===== config.mk =====
export PLATFORM = sky130hd
export DESIGN_NAME = uart_cmd_frame_tx_flat
export DESIGN_NICKNAME = d
export VERILOG_FILES = /design/src/rtl/uart_cmd_frame_tx_if.sv /design/src/rtl/uart_cmd_frame_tx.sv /design/src/flat_wrapper.sv
export SDC_FILE = /design/constraint.sdc
export NUM_CORES = 1
export LEC_CHECK = 0
export BUFFER_PORTS_ARGS = -buffer_cell sky130_fd_sc_hd__buf_2
export CAP_MARGIN = 20
export CORE_AREA = 2 2 95 78
export CTS_CLUSTER_SIZE = 20
export DETAILED_ROUTE_END_ITERATION = 10
export DIE_AREA = 0 0 97 80
export HOLD_SLACK_MARGIN = 0.08
export PLACE_DENSITY = 0.79
export SKIP_LAST_GASP = 1
export SYNTH_ARGS = -nofsm -noshare
export SYNTH_HDL_FRONTEND = slang
export SYNTH_SLANG_ARGS = --single-unit

===== constraint.sdc =====
create_clock -name i_CLK -period 2.5 [get_ports i_CLK]
set_input_delay 0.375 -clock i_CLK [delete_from_list [all_inputs] [get_ports i_CLK]]
set_output_delay 0.375 -clock i_CLK [all_outputs]
set_load 0.05 [all_outputs]

===== src/rtl/uart_cmd_frame_tx_if.sv =====
// Command handshake bundle between the host sequencer and the UART frame serializer.
interface uart_cmd_frame_tx_if #(
    parameter int DATA_WIDTH     = 8,
    parameter int ADDR_WIDTH     = 4,
    parameter int ALU_FUN_WIDTH  = 4,
    parameter int BAUD_DIV_WIDTH = 16
);
    logic                      i_cmd_valid;
    logic                      o_cmd_ready;
    logic [1:0]                i_cmd_type;
    logic [ADDR_WIDTH-1:0]     i_addr;
    logic [DATA_WIDTH-1:0]     i_data0;
    logic [DATA_WIDTH-1:0]     i_data1;
    logic [ALU_FUN_WIDTH-1:0]  i_alu_fun;
    logic                      i_par_en;
    logic                      i_par_typ;
    logic [BAUD_DIV_WIDTH-1:0] i_baud_div;

    modport master (
        output i_cmd_valid, i_cmd_type, i_addr, i_data0, i_data1, i_alu_fun,
               i_par_en, i_par_typ, i_baud_div,
        input  o_cmd_ready
    );

    modport slave (
        input  i_cmd_valid, i_cmd_type, i_addr, i_data0, i_data1, i_alu_fun,
               i_par_en, i_par_typ, i_baud_div,
        output o_cmd_ready
    );
endinterface


===== src/rtl/uart_cmd_frame_tx.sv =====
// Expands one host command into its controller byte sequence and sends it as
// back-to-back UART frames (start, 8 data LSB first, optional parity, stop).
module uart_cmd_frame_tx #(
    parameter int DATA_WIDTH     = 8,
    parameter int ADDR_WIDTH     = 4,
    parameter int ALU_FUN_WIDTH  = 4,
    parameter int BAUD_DIV_WIDTH = 16
) (
    input  logic                i_CLK,
    input  logic                i_RST,
    uart_cmd_frame_tx_if.slave  cmd_if,
    output logic                o_TX_OUT,
    output logic                o_busy,
    output logic                o_frame_done
);
    typedef enum logic [2:0] {S_IDLE, S_START, S_DATA, S_PARITY, S_STOP} state_t;

    state_t                          r_state, w_state_nxt;
    logic [BAUD_DIV_WIDTH-1:0]       r_cnt, w_cnt_nxt, r_bm1, w_bm1_cmd;
    logic [2:0]                      r_bit, w_bit_nxt;
    logic [1:0]                      r_byte, w_byte_nxt, r_nm1, w_nm1_cmd;
    logic [3:0][DATA_WIDTH-1:0]      r_bytes, w_bytes_cmd;
    logic                            r_par_en, r_par_typ, r_tx, w_tx_nxt;
    logic                            w_accept, w_cnt_end, w_par_bit;
    logic [DATA_WIDTH-1:0]           w_cur, w_addr_ext, w_fun_ext;
    logic [ADDR_WIDTH-1:0]           w_addr;
    logic [ALU_FUN_WIDTH-1:0]        w_fun;

    assign cmd_if.o_cmd_ready = (r_state == S_IDLE);
    assign o_busy             = (r_state != S_IDLE);
    assign o_TX_OUT           = r_tx;

    assign w_accept   = cmd_if.i_cmd_valid && (r_state == S_IDLE);
    assign w_cnt_end  = (r_cnt == r_bm1);
    assign w_addr     = cmd_if.i_addr;
    assign w_fun      = cmd_if.i_alu_fun;
    assign w_addr_ext = DATA_WIDTH'(w_addr);
    assign w_fun_ext  = DATA_WIDTH'(w_fun);
    assign w_cur      = r_bytes[r_byte];
    assign w_par_bit  = (^w_cur) ^ r_par_typ;
    // Divider is stored as B-1 so a full-scale divide never overflows the counter.
    assign w_bm1_cmd  = (cmd_if.i_baud_div == '0) ? '0
                      : cmd_if.i_baud_div - BAUD_DIV_WIDTH'(1);

    assign o_frame_done = (r_state == S_STOP) && w_cnt_end && (r_byte == r_nm1);

    always_comb begin
        w_bytes_cmd = '0;
        w_nm1_cmd   = 2'd1;
        case (cmd_if.i_cmd_type)
            2'd0: begin
                w_bytes_cmd = {DATA_WIDTH'(0), cmd_if.i_data0, w_addr_ext, DATA_WIDTH'(8'hAA)};
                w_nm1_cmd   = 2'd2;
            end
            2'd1: begin
                w_bytes_cmd = {DATA_WIDTH'(0), DATA_WIDTH'(0), w_addr_ext, DATA_WIDTH'(8'hBB)};
                w_nm1_cmd   = 2'd1;
            end
            2'd2: begin
                w_bytes_cmd = {w_fun_ext, cmd_if.i_data1, cmd_if.i_data0, DATA_WIDTH'(8'hCC)};
                w_nm1_cmd   = 2'd3;
            end
            default: begin
                w_bytes_cmd = {DATA_WIDTH'(0), DATA_WIDTH'(0), w_fun_ext, DATA_WIDTH'(8'hDD)};
                w_nm1_cmd   = 2'd1;
            end
        endcase
    end

    always_comb begin
        w_state_nxt = r_state;
        w_cnt_nxt   = r_cnt;
        w_bit_nxt   = r_bit;
        w_byte_nxt  = r_byte;
        if (r_state != S_IDLE)
            w_cnt_nxt = w_cnt_end ? '0 : r_cnt + BAUD_DIV_WIDTH'(1);
        case (r_state)
            S_IDLE: begin
                w_cnt_nxt = '0;
                if (w_accept) begin
                    w_state_nxt = S_START;
                    w_bit_nxt   = 3'd0;
                    w_byte_nxt  = 2'd0;
                end
            end
            S_START: if (w_cnt_end) begin
                w_state_nxt = S_DATA;
                w_bit_nxt   = 3'd0;
            end
            S_DATA: if (w_cnt_end) begin
                if (r_bit == 3'd7) w_state_nxt = r_par_en ? S_PARITY : S_STOP;
                else               w_bit_nxt   = r_bit + 3'd1;
            end
            S_PARITY: if (w_cnt_end) w_state_nxt = S_STOP;
            S_STOP: if (w_cnt_end) begin
                if (r_byte == r_nm1) w_state_nxt = S_IDLE;
                else begin
                    w_state_nxt = S_START;
                    w_byte_nxt  = r_byte + 2'd1;
                end
            end
            default: w_state_nxt = S_IDLE;
        endcase
    end

    // Line level is decoded from the next state so the registered output lines up with it.
    always_comb begin
        w_tx_nxt = 1'b1;
        case (w_state_nxt)
            S_START:  w_tx_nxt = 1'b0;
            S_DATA:   w_tx_nxt = w_cur[w_bit_nxt];
            S_PARITY: w_tx_nxt = w_par_bit;
            default:  w_tx_nxt = 1'b1;
        endcase
    end

    always_ff @(posedge i_CLK or posedge i_RST) begin
        if (i_RST) begin
            r_state   <= S_IDLE;
            r_cnt     <= '0;
            r_bit     <= '0;
            r_byte    <= '0;
            r_tx      <= 1'b1;
            r_bytes   <= '0;
            r_nm1     <= '0;
            r_bm1     <= '0;
            r_par_en  <= 1'b0;
            r_par_typ <= 1'b0;
        end else begin
            r_state <= w_state_nxt;
            r_cnt   <= w_cnt_nxt;
            r_bit   <= w_bit_nxt;
            r_byte  <= w_byte_nxt;
            r_tx    <= w_tx_nxt;
            if (w_accept) begin
                r_bytes   <= w_bytes_cmd;
                r_nm1     <= w_nm1_cmd;
                r_bm1     <= w_bm1_cmd;
                r_par_en  <= cmd_if.i_par_en;
                r_par_typ <= cmd_if.i_par_typ;
            end
        end
    end
endmodule


===== src/flat_wrapper.sv =====
// flat-port wrapper written by rule: the top's interface ports become plain ports
module uart_cmd_frame_tx_flat 
#(
    parameter int DATA_WIDTH     = 8,
    parameter int ADDR_WIDTH     = 4,
    parameter int ALU_FUN_WIDTH  = 4,
    parameter int BAUD_DIV_WIDTH = 16
)
  (i_CLK, i_RST, o_TX_OUT, o_busy, o_frame_done, cmd_if_i_cmd_valid, cmd_if_i_cmd_type, cmd_if_i_addr, cmd_if_i_data0, cmd_if_i_data1, cmd_if_i_alu_fun, cmd_if_i_par_en, cmd_if_i_par_typ, cmd_if_i_baud_div, cmd_if_o_cmd_ready);
  uart_cmd_frame_tx_if #(.DATA_WIDTH(DATA_WIDTH), .ADDR_WIDTH(ADDR_WIDTH), .ALU_FUN_WIDTH(ALU_FUN_WIDTH), .BAUD_DIV_WIDTH(BAUD_DIV_WIDTH)) cmd_if_i ();
  input  logic i_CLK;
  input  logic i_RST;
  output logic o_TX_OUT;
  output logic o_busy;
  output logic o_frame_done;
  input wire logic [$bits(cmd_if_i.i_cmd_valid)-1:0] cmd_if_i_cmd_valid;
  input wire logic [$bits(cmd_if_i.i_cmd_type)-1:0] cmd_if_i_cmd_type;
  input wire logic [$bits(cmd_if_i.i_addr)-1:0] cmd_if_i_addr;
  input wire logic [$bits(cmd_if_i.i_data0)-1:0] cmd_if_i_data0;
  input wire logic [$bits(cmd_if_i.i_data1)-1:0] cmd_if_i_data1;
  input wire logic [$bits(cmd_if_i.i_alu_fun)-1:0] cmd_if_i_alu_fun;
  input wire logic [$bits(cmd_if_i.i_par_en)-1:0] cmd_if_i_par_en;
  input wire logic [$bits(cmd_if_i.i_par_typ)-1:0] cmd_if_i_par_typ;
  input wire logic [$bits(cmd_if_i.i_baud_div)-1:0] cmd_if_i_baud_div;
  output wire logic [$bits(cmd_if_i.o_cmd_ready)-1:0] cmd_if_o_cmd_ready;
  assign cmd_if_i.i_cmd_valid = cmd_if_i_cmd_valid;
  assign cmd_if_i.i_cmd_type = cmd_if_i_cmd_type;
  assign cmd_if_i.i_addr = cmd_if_i_addr;
  assign cmd_if_i.i_data0 = cmd_if_i_data0;
  assign cmd_if_i.i_data1 = cmd_if_i_data1;
  assign cmd_if_i.i_alu_fun = cmd_if_i_alu_fun;
  assign cmd_if_i.i_par_en = cmd_if_i_par_en;
  assign cmd_if_i.i_par_typ = cmd_if_i_par_typ;
  assign cmd_if_i.i_baud_div = cmd_if_i_baud_div;
  assign cmd_if_o_cmd_ready = cmd_if_i.o_cmd_ready;
  uart_cmd_frame_tx #(.DATA_WIDTH(DATA_WIDTH), .ADDR_WIDTH(ADDR_WIDTH), .ALU_FUN_WIDTH(ALU_FUN_WIDTH), .BAUD_DIV_WIDTH(BAUD_DIV_WIDTH)) u_core (.i_CLK(i_CLK), .i_RST(i_RST), .cmd_if(cmd_if_i), .o_TX_OUT(o_TX_OUT), .o_busy(o_busy), .o_frame_done(o_frame_done));
endmodule

### Word level (Yosys, flattened, before mapping)

Index checks and enable logic that the tools add are counted.

* flip-flop bits (word level): 77
* bits in latches: 0
* memory bits (writable): 0
* ROM bits: 0
* input port bits: 47
* output and inout port bits: 4
* word-level logic and storage cells: 75
* memories: 0

* add/sub/neg operators: 4
* multiply operators: 0
* divide/modulo/power cells: 0
* $lt $le $gt $ge: 2
* eq/ne operators: 15
* shift-type cells: 0
* multiplexer cells: 29
* bitwise gates (word level): 1
* reduce and logical (&&, ||, !) cells: 11

Operators by type and width (count)
* $pmux W28 S3: 1
* $mux W16: 4
* $mux W3: 11
* $add A16 B1 Y16 const B: 1
* $bmux W8 S2: 1
* $eq A16 B16 Y1: 1
* $logic_not A16 Y1: 1
* $sub A16 B1 Y16 const B: 1
* $pmux W3 S5: 1
* $eq A3 B2 Y1 const B: 4
* $pmux W3 S3: 1
* $mux W8: 1
* $pmux W2 S2: 2
* $reduce_xor A8 Y1: 1
* $eq A3 B1 Y1 const B: 2
* $eq A3 B3 Y1 const B: 2
* $mux W2: 3
* $lt A3 B4 Y1 const B: 1
* $ne A2 B1 Y1 const B: 2
* $reduce_and A4 Y1: 1
* $reduce_bool A2 Y1: 2
* $add A3 B1 Y3 const B: 1
* $bmux W1 S3: 1
* $logic_and A1 B1 Y1: 3
* other kinds (12): 13

### Logic depth before layout (Yosys ltp)

Gate-level depths: netlist of run 1.

* depth after elaboration: 7
* mapped depth: 10
* depth with buffers taken out: 9

### Worst setup path before layout of run 1

No wires, ideal clock.

* path kind: flip-flop to flip-flop
* start: register u_core.r_state[0]
* end: register u_core.r_tx (netlist: u_core.o_TX_OUT)
* setup time: 0.081 ns
* arrival: 2.834 ns
* slack: -0.415 ns
* stages on the path, launching flop included: 8
* path buffers: 1
* period minus slack after synthesis: 2.915 ns
* cells stage by stage: dfrtp_1 clkbuf_1 nor3_1 nand2_1 nand2_1 o21ai_0 mux4_2 o221a_1

* word-level cells in the longest chain between the ends: 7
* elaborated cells between the ends (all ways): 21

Ends and longest elaborated chain
* start: declaration: RTL line uart_cmd_frame_tx.sv:18 `state_t r_state, w_state_nxt;`
* start signal: assignment: RTL line uart_cmd_frame_tx.sv:130 `r_state <= w_state_nxt;`
* $logic_not A3 Y1 *
* named net cmd_if_o_cmd_ready: RTL line flat_wrapper.sv:25 `output wire logic [$bits(cmd_if_i.o_cmd_ready)-1:0] cmd_if_o_cmd_ready;`
* $logic_and A1 B1 Y1: RTL line uart_cmd_frame_tx.sv:33 `assign w_accept = cmd_if.i_cmd_valid && (r_state == S_IDLE);`
* $mux W3: RTL line uart_cmd_frame_tx.sv:80 `if (w_accept) begin`
* $pmux W3 S3 *: RTL line uart_cmd_frame_tx.sv:77 `case (r_state)`
* named net u_core.w_bit_nxt[0]: RTL line uart_cmd_frame_tx.sv:20 `logic [2:0] r_bit, w_bit_nxt;`
* $bmux W1 S3 *: RTL line uart_cmd_frame_tx.sv:111 `S_DATA: w_tx_nxt = w_cur[w_bit_nxt];`
* $mux W1 (implied by the code) *: RTL line uart_cmd_frame_tx.sv:111
* $pmux W1 S3 *: RTL line uart_cmd_frame_tx.sv:109 `case (w_state_nxt)`
* named net u_core.w_tx_nxt: RTL line uart_cmd_frame_tx.sv:23 `logic r_par_en, r_par_typ, r_tx, w_tx_nxt;`
* end signal: assignment: RTL line uart_cmd_frame_tx.sv:134 `r_tx <= w_tx_nxt;`
* end: declaration: RTL line uart_cmd_frame_tx.sv:23

The timed path passes the listed nets; every way through them passes the cells marked *. The select of a mux whose other input is x is not followed.
A chain may end at the register's enable or synchronous reset.

### Final worst setup path of run 1

* start: register u_core.r_cnt[2]
* end: output port o_frame_done

* word-level cells in the longest chain between the ends: 3

Ends and longest elaborated chain
* start: declaration: RTL line uart_cmd_frame_tx.sv:19 `logic [BAUD_DIV_WIDTH-1:0] r_cnt, w_cnt_nxt, r_bm1, w_bm1_cmd;`
* start signal: assignment: RTL line uart_cmd_frame_tx.sv:131 `r_cnt <= w_cnt_nxt;`
* $eq A16 B16 Y1: RTL line uart_cmd_frame_tx.sv:34 `assign w_cnt_end = (r_cnt == r_bm1);`
* $logic_and A1 B1 Y1 (2 in a row): RTL line uart_cmd_frame_tx.sv:45 `assign o_frame_done = (r_state == S_STOP) && w_cnt_end && (r_byte == r_nm1);`
* end: declaration: RTL line flat_wrapper.sv:15 `output logic o_frame_done;`

No other way between the ends.

==> impl_metrics.csv, run 1 <==
group,metric,value,unit
hold_path,hp-class,"in -> async",
clocking,cts_max_level,3,
global_route,grt_max_degree,70,
status,status,"finished, final reports clean",
synthesis,synth_edf_count,0,
setup_path,r2r.worst_path.cells,7,
floorplan,core,0.00679,mm2
setup_path,path_cells,"xnor2_1 -> nand4_1 -> nor4_4 -> buf_6 -> nand2_1 -> nor2_2 -> buf_6",
sta,rsz0062_at_grt,"yes",
power,power,4.24,mW
synthesis,ys.warnings.count,0,
clocking,worstSkewPairLatency,0.35,ns
power,seqPwrFrac,43.3,%
setup_path,crit_fanout,10,
sta,setup_slack,0.101,ns
route,viasPerCell,5.54,
power,clock_power_share,22.1,%
cells_and_area,fin_nets,519,
sta,drv_slew,0,
clocking,cts.sink_count,69,
synthesis,synth_cell_types,49,
setup_path,critPathMaxStageDelay,0.45,ns
place,place_ws,0.0361,ns
sta,hold_violations,0,
cells_and_area,fin_cells,561,
setup_path,start_kind,"flip-flop",
clocking,root_buffer,"clkbuf_8",
synthesis,ys_seq_area_share,44.9,%
floorplan,num_rows,27,
global_route,gr-usage-all-layers,22.9,%
power,ir_drop,461,uV
setup_path,crit_top_cell,"buf_6",
clocking,numCtsBuffers,9,
cells_and_area,synthToLayoutAreaGrowth,15.6,%
floorplan,fp.dieW,97,um
setup_path,critPathSlowestCell,"dfrtp_2",
setup_path,arrival,2.02,ns
sta,post-route-period-util,95.9,%
global_route,grt.busiest_layer,"met2",
synthesis,syn_inst,418,
route,dr_total_vias,3109,
sta,fmax,417,MHz
global_route,grt_pass1_vias,2993,
floorplan,fp.dieArea,0.00776,mm2
cells_and_area,fill_cells,527,
place,dp_cells,542,
global_route,grt_pass1_wl,14200,um
floorplan,io_pins,51,
synthesis,synth_top_cells_by_area,"dfrtp_1 (44%), nand2_1 (8.5%), xnor2_1 (6.8%), mux2i_1 (4.9%), o21ai_0 (4.6%)",
cells_and_area,drive_above_1_share,21.1,%
cells_and_area,stdcell_area,0.00445,mm2
synthesis,synthArstFlopShare,100,%
synthesis,ys_top_cells_by_count,"nand2_1 (87), dfrtp_1 (68), o21ai_0 (35), xnor2_1 (30), nor2_1 (28)",
global_route,grt-ovfl-total,0,
synthesis,synthDominantCellAreaShare,44.2,%
power,p_switching,1.58,mW
setup_path,r2r_slack,0.17,ns
clocking,cts_tree,"done",
setup_path,timing.rr.end,"u_core.o_TX_OUT",
sta,tightest_slew,0.586,ns
sta,tns,0,ns
place,dpl_cell_area,0.00420,mm2
power,leakage,2.02,nW
job,maxCapViolations,0,
global_route,grt_antenna_before_repair,0,
place,place_congestion,0.914,
power,power_density,953,mW/mm2
place,portBuffers,50,
power,cell_internal_pwr,2.66,mW
cells_and_area,utilization,65.5,%
route,drcViolationCount,0,
setup_path,worst-path-buf-inv,2,
setup_path,end_kind,"output pin",
synthesis,netlist_area,0.00385,mm2
route,postRouteAntennaNets,0,
cells_and_area,diodes,0,
sta,finalSetupViolations,0,
route,wl,8190,um
global_route,grt_use_met1,33.1,%
setup_path,reg2reg_from,"u_core.r_cnt[2]",
setup_path,crit_type,"reg -> out",
floorplan,initial_core_util,56.7,%
power,netSwitchingFraction,37.2,%
clocking,clkTransAtPathRegs,0.08,ns
synthesis,synth_top_cell_by_area,"dfrtp_1",
global_route,use_met3,5.34,%
sta,finClkSkew,0.0109,ns
synthesis,syn_area_per_cell,9.20,um2
synthesis,synth_flop_cell,"dfrtp_1",
synthesis,synth.most_common_cell,"nand2_1",
cells_and_area,seq_area,0.00173,mm2
floorplan,die_h,80,um
global_route,use_met2,35.5,%
route,drt_iter0_drc,158,
synthesis,ys_ff_latch,69,
clocking,clock_path_buffers,2,
route,wire_per_inst,14.6,um
sta,max-slew-margin-rel,60.8,%
cells_and_area,multi_input_area,0.00199,mm2
synthesis,syn_nets,468,
sta,hold_ws,0.100,ns
sta,min_period,2.40,ns
setup_path,required,2.12,ns
place,post-dp-hpwl,5810,um
setup_path,path_delay_family,"simple AND/OR/NAND/NOR gates",
power,p_comb_share,34.6,%
route,drtPass1Iterations,5,
==> power by group through the flow <==
| stage | logic (mW) | clock network (mW) | registers [mW] |
|---|---|---|---|
| final | 1.47 | 0.936 | 1.84 |
| after global routing | 1.67 | 0.995 | 1.89 |
| after CTS | 1.48 | 0.951 | 1.83 |
| after detailed placement | 1.47 | 0 | 1.85 |
| after global placement | 1.42 | 0 | 1.83 |
| after floorplan | 1.22 | 0 | 1.74 |
==> worst min-delay path, cell delays in order <==
cell and delay, ns:
buf_2 0.10, inv_2 0.06, buf_12 0.31
==> worst max path at each step <==
stage                               from               end  slack, ns  cells after the start
global route             u_core.r_cnt[2]      o_frame_done      -0.08                      7
CTS                      u_core.r_cnt[2]      o_frame_done       0.02                      7
detailed placement  cmd_if_i_baud_div[0]  u_core.r_bm1[14]       0.04                     10
floorplan              u_core.r_state[1]   u_core.r_bm1[7]       0.12                      7
global placement    cmd_if_i_baud_div[0]  u_core.r_bm1[14]       0.16                     10
finish                   u_core.r_cnt[2]      o_frame_done       0.10                      7
==> sequential cells by signal, summed over array words and instances (netlist names) <==
register,count
u_core.r_bit,3
u_core.r_bytes,24
u_core.r_par_typ,1
u_core.r_nm1,2
u_core.r_par_en,1
u_core.o_TX_OUT,1
u_core.r_cnt,16
u_core.r_state,3
u_core.r_bm1,16
u_core.r_byte,2
==> cell families after synthesis <==
logic type | Yosys count | synth area share (%)
AOI/OAI and AO/OA | 68 | 10.8
adders and majority gates | 3 | 0.976
xor gates and xnor gates | 50 | 11.8
DFF | 69 | 44.9
and+or+nand+nor | 171 | 20.2
muxes | 24 | 7.87
buffers and inverters | 33 | 3.54
==> area by class of cell <==
type,count,share of cell area (%)
clock buffers,10,3.09
repair buffers,63,8.33
clock inverters,6,1.60
well taps,87,2.45
inverters,10,0.844
multi-input cells,316,44.8
flip-flops and latches,69,38.9
==> layer usage <==
layer	routed length (um)	share of wire (%)	vias up
li1	-	-	1526
met1	3900	48	1486
met2	3780	46	91
met3	459	5.6	6
met4	60	0.73	0
met5	0	0	-
==> cell usage in the layout, fill, tap and decap left out, drive strengths merged, types with 4 or more instances in the layout <==
| cell | n |
|---|---|
| nand2 | 88 |
| dfrtp | 68 |
| buf | 63 |
| o21ai | 37 |
| xnor2 | 32 |
| nor2 | 28 |
| mux2i | 19 |
| xor2 | 18 |
| nand3 | 17 |
| inv | 11 |
| clkbuf | 10 |
| o31ai | 9 |
| a21oi | 8 |
| nor3 | 8 |
| mux4 | 5 |
| or3 | 4 |
| and2 | 4 |
| nand4 | 4 |
==> repair_timing <==
item,CTS,global route
endpoints found under the setup margin,1,2
resized for setup,2,3
buffers inserted,0,3
hold buffers,0,0
(Power assumes the default switching activity.)
==> run 2: changes to the inputs <==
--- a/config.mk
+++ b/config.mk
@@ -13,6 +13,7 @@
 export DIE_AREA = 0 0 97 80
 export HOLD_SLACK_MARGIN = 0.08
 export PLACE_DENSITY = 0.79
+export RECOVER_POWER = 25
 export SKIP_LAST_GASP = 1
 export SYNTH_ARGS = -nofsm -noshare
 export SYNTH_HDL_FRONTEND = slang
==> constraint.sdc (replaced) <==
create_clock -name i_CLK -period 2.5 [get_ports i_CLK]
set_input_delay 0 -clock i_CLK [delete_from_list [all_inputs] [get_ports i_CLK]]
set_output_delay 0 -clock i_CLK [all_outputs]
set_load 0.05 [all_outputs]
==> run 2 against run 1 <==
First-iteration DRC count is 22% higher. Die area stayed put. Sequential power hardly changed. Clock power is 2% lower. Routed wire length is 20% higher. Utilization is 6.4 points higher. Largest cell class unchanged. Largest power group unchanged.
==> impl_metrics.csv, run 2 (synthesis gave the netlist of run 1 again) <==
group,metric,value,unit
sta,drv_slew,0,
sta,tightest_slew,1.22,ns
cells_and_area,largest_reg_flops,24,
cells_and_area,synthToLayoutAreaGrowth,27.0,%
global_route,grt_pass1_wl,16500,um
place,dpl_cell_area,0.00419,mm2
clocking,clkTransAtPathRegs,0.08,ns
route,dr_total_vias,3420,
setup_path,crit_fanout,10,
sta,fmax,419,MHz
setup_path,required,2.78,ns
route,viasPerCell,5.63,
hold_path,hp-class,"in -> reg",
place,post-dp-hpwl,5970,um
cells_and_area,fin_nets,565,
clocking,cts_max_level,3,
global_route,grt_pass1_vias,3371,
sta,finClkSkew,0.0102,ns
power,ir_drop,473,uV
power,leakage,2.20,nW
clocking,cts.sink_count,69,
place,place_ws,0.0160,ns
cells_and_area,stdcell_area,0.00488,mm2
route,postRouteAntennaNets,0,
floorplan,num_rows,27,
clocking,worstSkewPairLatency,0.35,ns
global_route,grt-ovfl-total,0,
floorplan,fp.dieArea,0.00776,mm2
sta,hold_violations,0,
place,portBuffers,50,
sta,min_period,2.39,ns
floorplan,io_pins,51,
route,drcViolationCount,0,
clocking,root_buffer,"clkbuf_8",
global_route,grt_antenna_before_repair,0,
sta,post-route-period-util,95.5,%
sta,setup_slack,0.112,ns
floorplan,core,0.00679,mm2
sta,max-slew-margin-rel,18.9,%
route,wire_per_inst,16.2,um
cells_and_area,drive_above_1_share,18.5,%
floorplan,fp.dieW,97,um
status,status,"finished, final reports clean",
cells_and_area,layout_common_cells,"nand2_1 (86), dfrtp_1 (67), buf_2 (50), dlygate4sd3_1 (48), o21ai_0 (34)",
clocking,clock_path_buffers,2,
place,place_congestion,0.855,
sta,rsz0062_at_grt,"yes",
cells_and_area,top_regs,"u_core.r_bytes (24), u_core.r_bm1 (16), u_core.r_cnt (16)",
route,drtPass1Iterations,5,
global_route,gr-usage-all-layers,27.2,%
setup_path,start_kind,"flip-flop",
power,power_density,886,mW/mm2
sta,finalSetupViolations,0,
cells_and_area,regMostFlops,"u_core.r_bytes",
clocking,cts_tree,"done",
cells_and_area,diodes,0,
clocking,numCtsBuffers,9,
route,drt_iter0_drc,192,
sta,hold_ws,0.123,ns
floorplan,die_h,80,um
route,wl,9850,um
floorplan,initial_core_util,56.7,%
setup_path,end_kind,"flip-flop",
cells_and_area,layout_commonest_cell,"nand2_1",
cells_and_area,fill_cells,428,
setup_path,arrival,2.67,ns
job,maxCapViolations,0,
sta,tns,0,ns
setup_path,crit_type,"reg -> reg",
power,power,4.33,mW
global_route,grt_max_degree,59,
## run 2: cell types whose count changed in the layout (fill, tap and decap cells not counted), sizes merged
cell | previous run | this run
inv | 11 | 12
clkbuf | 10 | 11
dlygate4sd3 | 0 | 48
clkinv | 2 | 1
buf | 63 | 60
## run 2: power breakdown
part / switching, mW / internal (mW) / leakage, nW / total, mW
combinational: 0.864 / 0.706 / 1.22 / 1.57
sequential: 0.337 / 1.51 / 0.887 / 1.84
clock: 0.448 / 0.469 / 0.0935 / 0.917
total: 1.65 / 2.68 / 2.20 / 4.33
## run 2: area by class of cell
class                   instances  area, um2  share of cell area [%]
well taps                      87        109                    2.23
inverters                      10       37.5                   0.768
clock buffers                  10        128                    2.61
clock inverters                 6       71.3                    1.46
repair buffers                109        815                    16.7
flip-flops and latches         69       1730                    35.4
multi-input cells             316       2000                    40.9
## run 2: repair_timing
item / in CTS / in global routing
gates resized for setup: 0 / 3
setup endpoints to repair: 0 / 2
hold buffers: 48 / 0
buffers inserted: 0 / 3
hold endpoints to repair: 69 / 0
## run 2: final timing paths
check,from,to,slack (ns),cells past startpoint
setup / recovery,u_core.r_cnt[7],u_core.o_TX_OUT,0.11,8
hold / removal,cmd_if_i_cmd_type[1],u_core.r_bytes[6],0.12,3
setup reg to reg,u_core.r_cnt[7],u_core.o_TX_OUT,0.11,8
hold reg to reg,u_core.r_bytes[12],u_core.r_bytes[12],0.48,2
max in group asynchronous,i_RST,u_core.r_bytes[14],0.48,4
min in group asynchronous,i_RST,u_core.r_bm1[0],0.52,3
## run 2: per-stage QoR
stage          std cells  utilization, %
2_1_floorplan        418               -
3_3_place_gp         540            61.7
3_5_place_dp         540            61.7
4_1_cts              604            71.7
5_1_grt              607            71.9
6_report             607            71.9
## run 2: critical path, cell delays in order, from the launching register on
cell and delay, ns:
dfrtp_2 0.47, xnor2_1 0.15, nand4_1 0.18, nor4_4 0.33, buf_6 0.18, o21ai_2 0.07, a32o_2 0.27, mux4_2 0.44
o221a_1 0.22
## run 2: routing by layer
layer	part of all wire [%]	routed length [um]	GRT usage, %	vias to the layer above
met2	48	4710	44.0	161
met3	6.4	631	7.36	26
met5	0	0	0	-
met4	2.6	254	11.4	0
met1	43	4260	35.0	1621
li1	-	-	-	1612
==> run 3: changes to the inputs <==
--- a/config.mk
+++ b/config.mk
@@ -5,14 +5,15 @@
 export SDC_FILE = /design/constraint.sdc
 export NUM_CORES = 1
 export LEC_CHECK = 0
+export ABC_AREA = 1
 export BUFFER_PORTS_ARGS = -buffer_cell sky130_fd_sc_hd__buf_2
 export CAP_MARGIN = 20
-export CORE_AREA = 2 2 95 78
+export CORE_AREA = 2 2 101 83
 export CTS_CLUSTER_SIZE = 20
 export DETAILED_ROUTE_END_ITERATION = 10
-export DIE_AREA = 0 0 97 80
+export DIE_AREA = 0 0 103 85
 export HOLD_SLACK_MARGIN = 0.08
-export PLACE_DENSITY = 0.79
+export PLACE_DENSITY = 0.75
 export RECOVER_POWER = 25
 export SKIP_LAST_GASP = 1
 export SYNTH_ARGS = -nofsm -noshare
==> run 3 against run 2 <==
Maximum frequency is 0.37% lower. Die area up 13%. Non-clock buffer count down 1. Worst hold slack worse by 0.019 ns. Sequential power shrank 8%. Critical path depth grew 4. Clock-buffer cell count shrank 1. Clock skew fell by 0.0020 ns. Via count is 15% higher. Routed wire length up 6.7%. Clock power is 3.7% higher.
==> impl_metrics.csv, run 3 <==
group,metric,value,unit
setup_path,crit_start,"cmd_if_i_baud_div[1]",
synthesis,synthArstFlopShare,100,%
place,post-dp-hpwl,7300,um
sta,hold_ws,0.103,ns
synthesis,ys_seq_area_share,41.7,%
synthesis,synth_top_cell_by_area,"dfrtp_1",
floorplan,core,0.00776,mm2
clocking,clkTransAtPathRegs,0.08,ns
global_route,grt_pass1_vias,3995,
floorplan,num_rows,29,
route,drt_iter0_drc,196,
clocking,worstSkewPairLatency,0.35,ns
cells_and_area,fin_nets,701,
setup_path,path_cells,"dlygate4sd3_1 -> buf_2 -> inv_1 -> ha_4 -> nand2_2 -> nor3_4 -> nand3_2 -> nor3_4 -> nand3_2 -> o41ai_4 -> buf_4 -> o22ai_1",
route,viasPerCell,5.13,
cells_and_area,layout_common_cells,"nand2_1 (157), inv_1 (70), dfrtp_1 (68), buf_2 (49), dlygate4sd3_1 (47)",
synthesis,syn_inst,547,
route,dr_total_vias,3922,
sta,max-slew-margin-rel,18.0,%
setup_path,arrival,2.62,ns
sta,finClkSkew,0.00819,ns
global_route,grt_max_degree,34,
clocking,cts.sink_count,69,
cells_and_area,diodes,0,
setup_path,crit_fanout,14,
place,place_congestion,0.888,
global_route,grt_pass1_wl,18200,um
synthesis,ys.warnings.count,0,
clocking,cts_max_level,3,
synthesis,synth_top_cells_by_area,"dfrtp_1 (41%), nand2_1 (14%), inv_1 (6.4%), nand3_1 (5.2%), nor2_1 (3.9%)",
setup_path,required,2.73,ns
power,power_density,919,mW/mm2
sta,tightest_slew,1.23,ns
setup_path,critPathSlowestCell,"dlygate4sd3_1",
clocking,root_buffer,"clkbuf_8",
clocking,numCtsBuffers,9,
cells_and_area,synthToLayoutAreaGrowth,26.1,%
synthesis,ys_top_cells_by_count,"nand2_1 (158), inv_1 (71), dfrtp_1 (68), nand3_1 (43), nor2_1 (43)",
clocking,cts_tree,"done",
setup_path,end_kind,"flip-flop",
synthesis,synth.most_common_cell,"nand2_1",
route,drtPass1Iterations,5,
cells_and_area,layout_commonest_cell,"nand2_1",
synthesis,synth_edf_count,0,
synthesis,syn_nets,597,
global_route,gr-usage-all-layers,26.3,%
sta,hold_violations,0,
clocking,clock_path_buffers,2,
synthesis,synthDominantCellAreaShare,41.1,%
synthesis,synth_cell_types,42,
route,top_layer,"met4",
floorplan,fp.dieArea,0.00876,mm2
place,portBuffers,50,
setup_path,start_kind,"primary input",
synthesis,netlist_area,0.00414,mm2
sta,drv_slew,0,
power,ir_drop,482,uV
floorplan,io_pins,51,
sta,post-route-period-util,95.9,%
route,drcViolationCount,0,
job,maxCapViolations,0,
sta,rsz0062_at_grt,"yes",
route,wl_met3,503,um
synthesis,synth_flop_cell,"dfrtp_1",
setup_path,crit_type,"in -> reg",
global_route,grt_antenna_before_repair,0,
cells_and_area,largest_reg_flops,24,
floorplan,die_h,85,um
floorplan,initial_core_util,53.3,%
cells_and_area,utilization,67.2,%
route,wl_met2,5150,um
status,status,"finished, final reports clean",
power,leakage,2.55,nW
hold_path,hold_path_startpoint,"cmd_if_i_baud_div[11]",
setup_path,critPathMaxStageDelay,0.55,ns
cells_and_area,drive_above_1_share,17.7,%
hold_path,hp-class,"in -> reg",
global_route,grt-ovfl-total,0,
sta,fmax,417,MHz
route,wire_per_inst,13.8,um
route,wl,10500,um
synthesis,syn_area_per_cell,7.57,um2
setup_path,reg2reg_from,"u_core.r_cnt[0]",
synthesis,ys_ff_latch,69,
route,postRouteAntennaNets,0,
route,wl_met1,4760,um
sta,min_period,2.40,ns
floorplan,fp.dieW,103,um
cells_and_area,top_regs,"u_core.r_bytes (24), u_core.r_bm1 (16), u_core.r_cnt (16)",
sta,finalSetupViolations,0,
cells_and_area,regMostFlops,"u_core.r_bytes",
[run 3: power by group]
group	internal, mW	switching (mW)
logic	0.809	1.34
clock network	0.475	0.476
registers	1.48	0.225
total	2.76	2.04
[run 3: what timing repair did]
| item | in CTS | in global routing |
|---|---|---|
| setup endpoints to repair | 0 | 2 |
| gates resized for setup | 0 | 4 |
| endpoints found under the hold margin | 69 | 0 |
| buffers inserted | 0 | 4 |
| hold buffers | 48 | 0 |
[run 3: through the flow]
stage / std cells / power [mW] / instance area, um2 / worst slack, ns / setup TNS, ns
2_1_floorplan: 547 / 3.28 / 4140 / 0.0975 / 0
3_3_place_gp: 697 / 3.72 / 4510 / 0.384 / 0
3_5_place_dp: 697 / 3.77 / 4510 / 0.338 / 0
4_1_cts: 761 / 4.81 / 5190 / 0.0449 / 0
5_1_grt: 764 / 5.18 / 5220 / -0.0269 / -0.0346
6_report: 764 / 4.80 / 5220 / 0.103 / 0
[run 3: area by class of cell]
class	instances	area, um2
tap	108	135
inverter	80	300
clock buffer	9	124
sequential	69	1730
clock inverter	7	80.1
fill	684	2540
timing repair buffer	108	797
multi-input combinational	383	2060
[run 3: per-layer routing]
metal / vias to the layer above / global-route usage (%)
met2: 121 / 43.9
met1: 1825 / 34.6
met3: 11 / 6.18
li1: 1965 / -
met4: 0 / 6.22
met5: - / 0
[run 3: worst paths after layout]
check | endpoint | slack, ns | depth (start not counted)
setup reg to reg | u_core.r_cnt[14] | 0.36 | 10
hold reg to reg | u_core.r_bytes[3] | 0.48 | 1
max in group asynchronous | u_core.o_TX_OUT | 0.81 | 4
min in group asynchronous | u_core.r_bytes[27] | 0.55 | 3
hold / removal | u_core.r_bm1[11] | 0.10 | 4
setup / recovery | u_core.r_bm1[13] | 0.10 | 12
[run 3: critical path: cells and delay by family]
kind	cells	cell delay, ns
AOI/OAI and AO/OA	2	0.51
and+or+nand+nor	5	0.86
buffers and inverters	4	1.09
adders and majority gates	1	0.15
[run 3: cell families after synthesis]
kind of cell               count (synthesis)  share of synthesized area (%)
AOI/OAI and AO/OA                         71                           12.4
DFF                                       69                           41.7
buffers and inverters                     95                           9.16
muxes                                      1                          0.242
xor gates and xnor gates                  29                           6.13
adders and majority gates                  3                          0.907
and+or+nand+nor                          279                           29.4
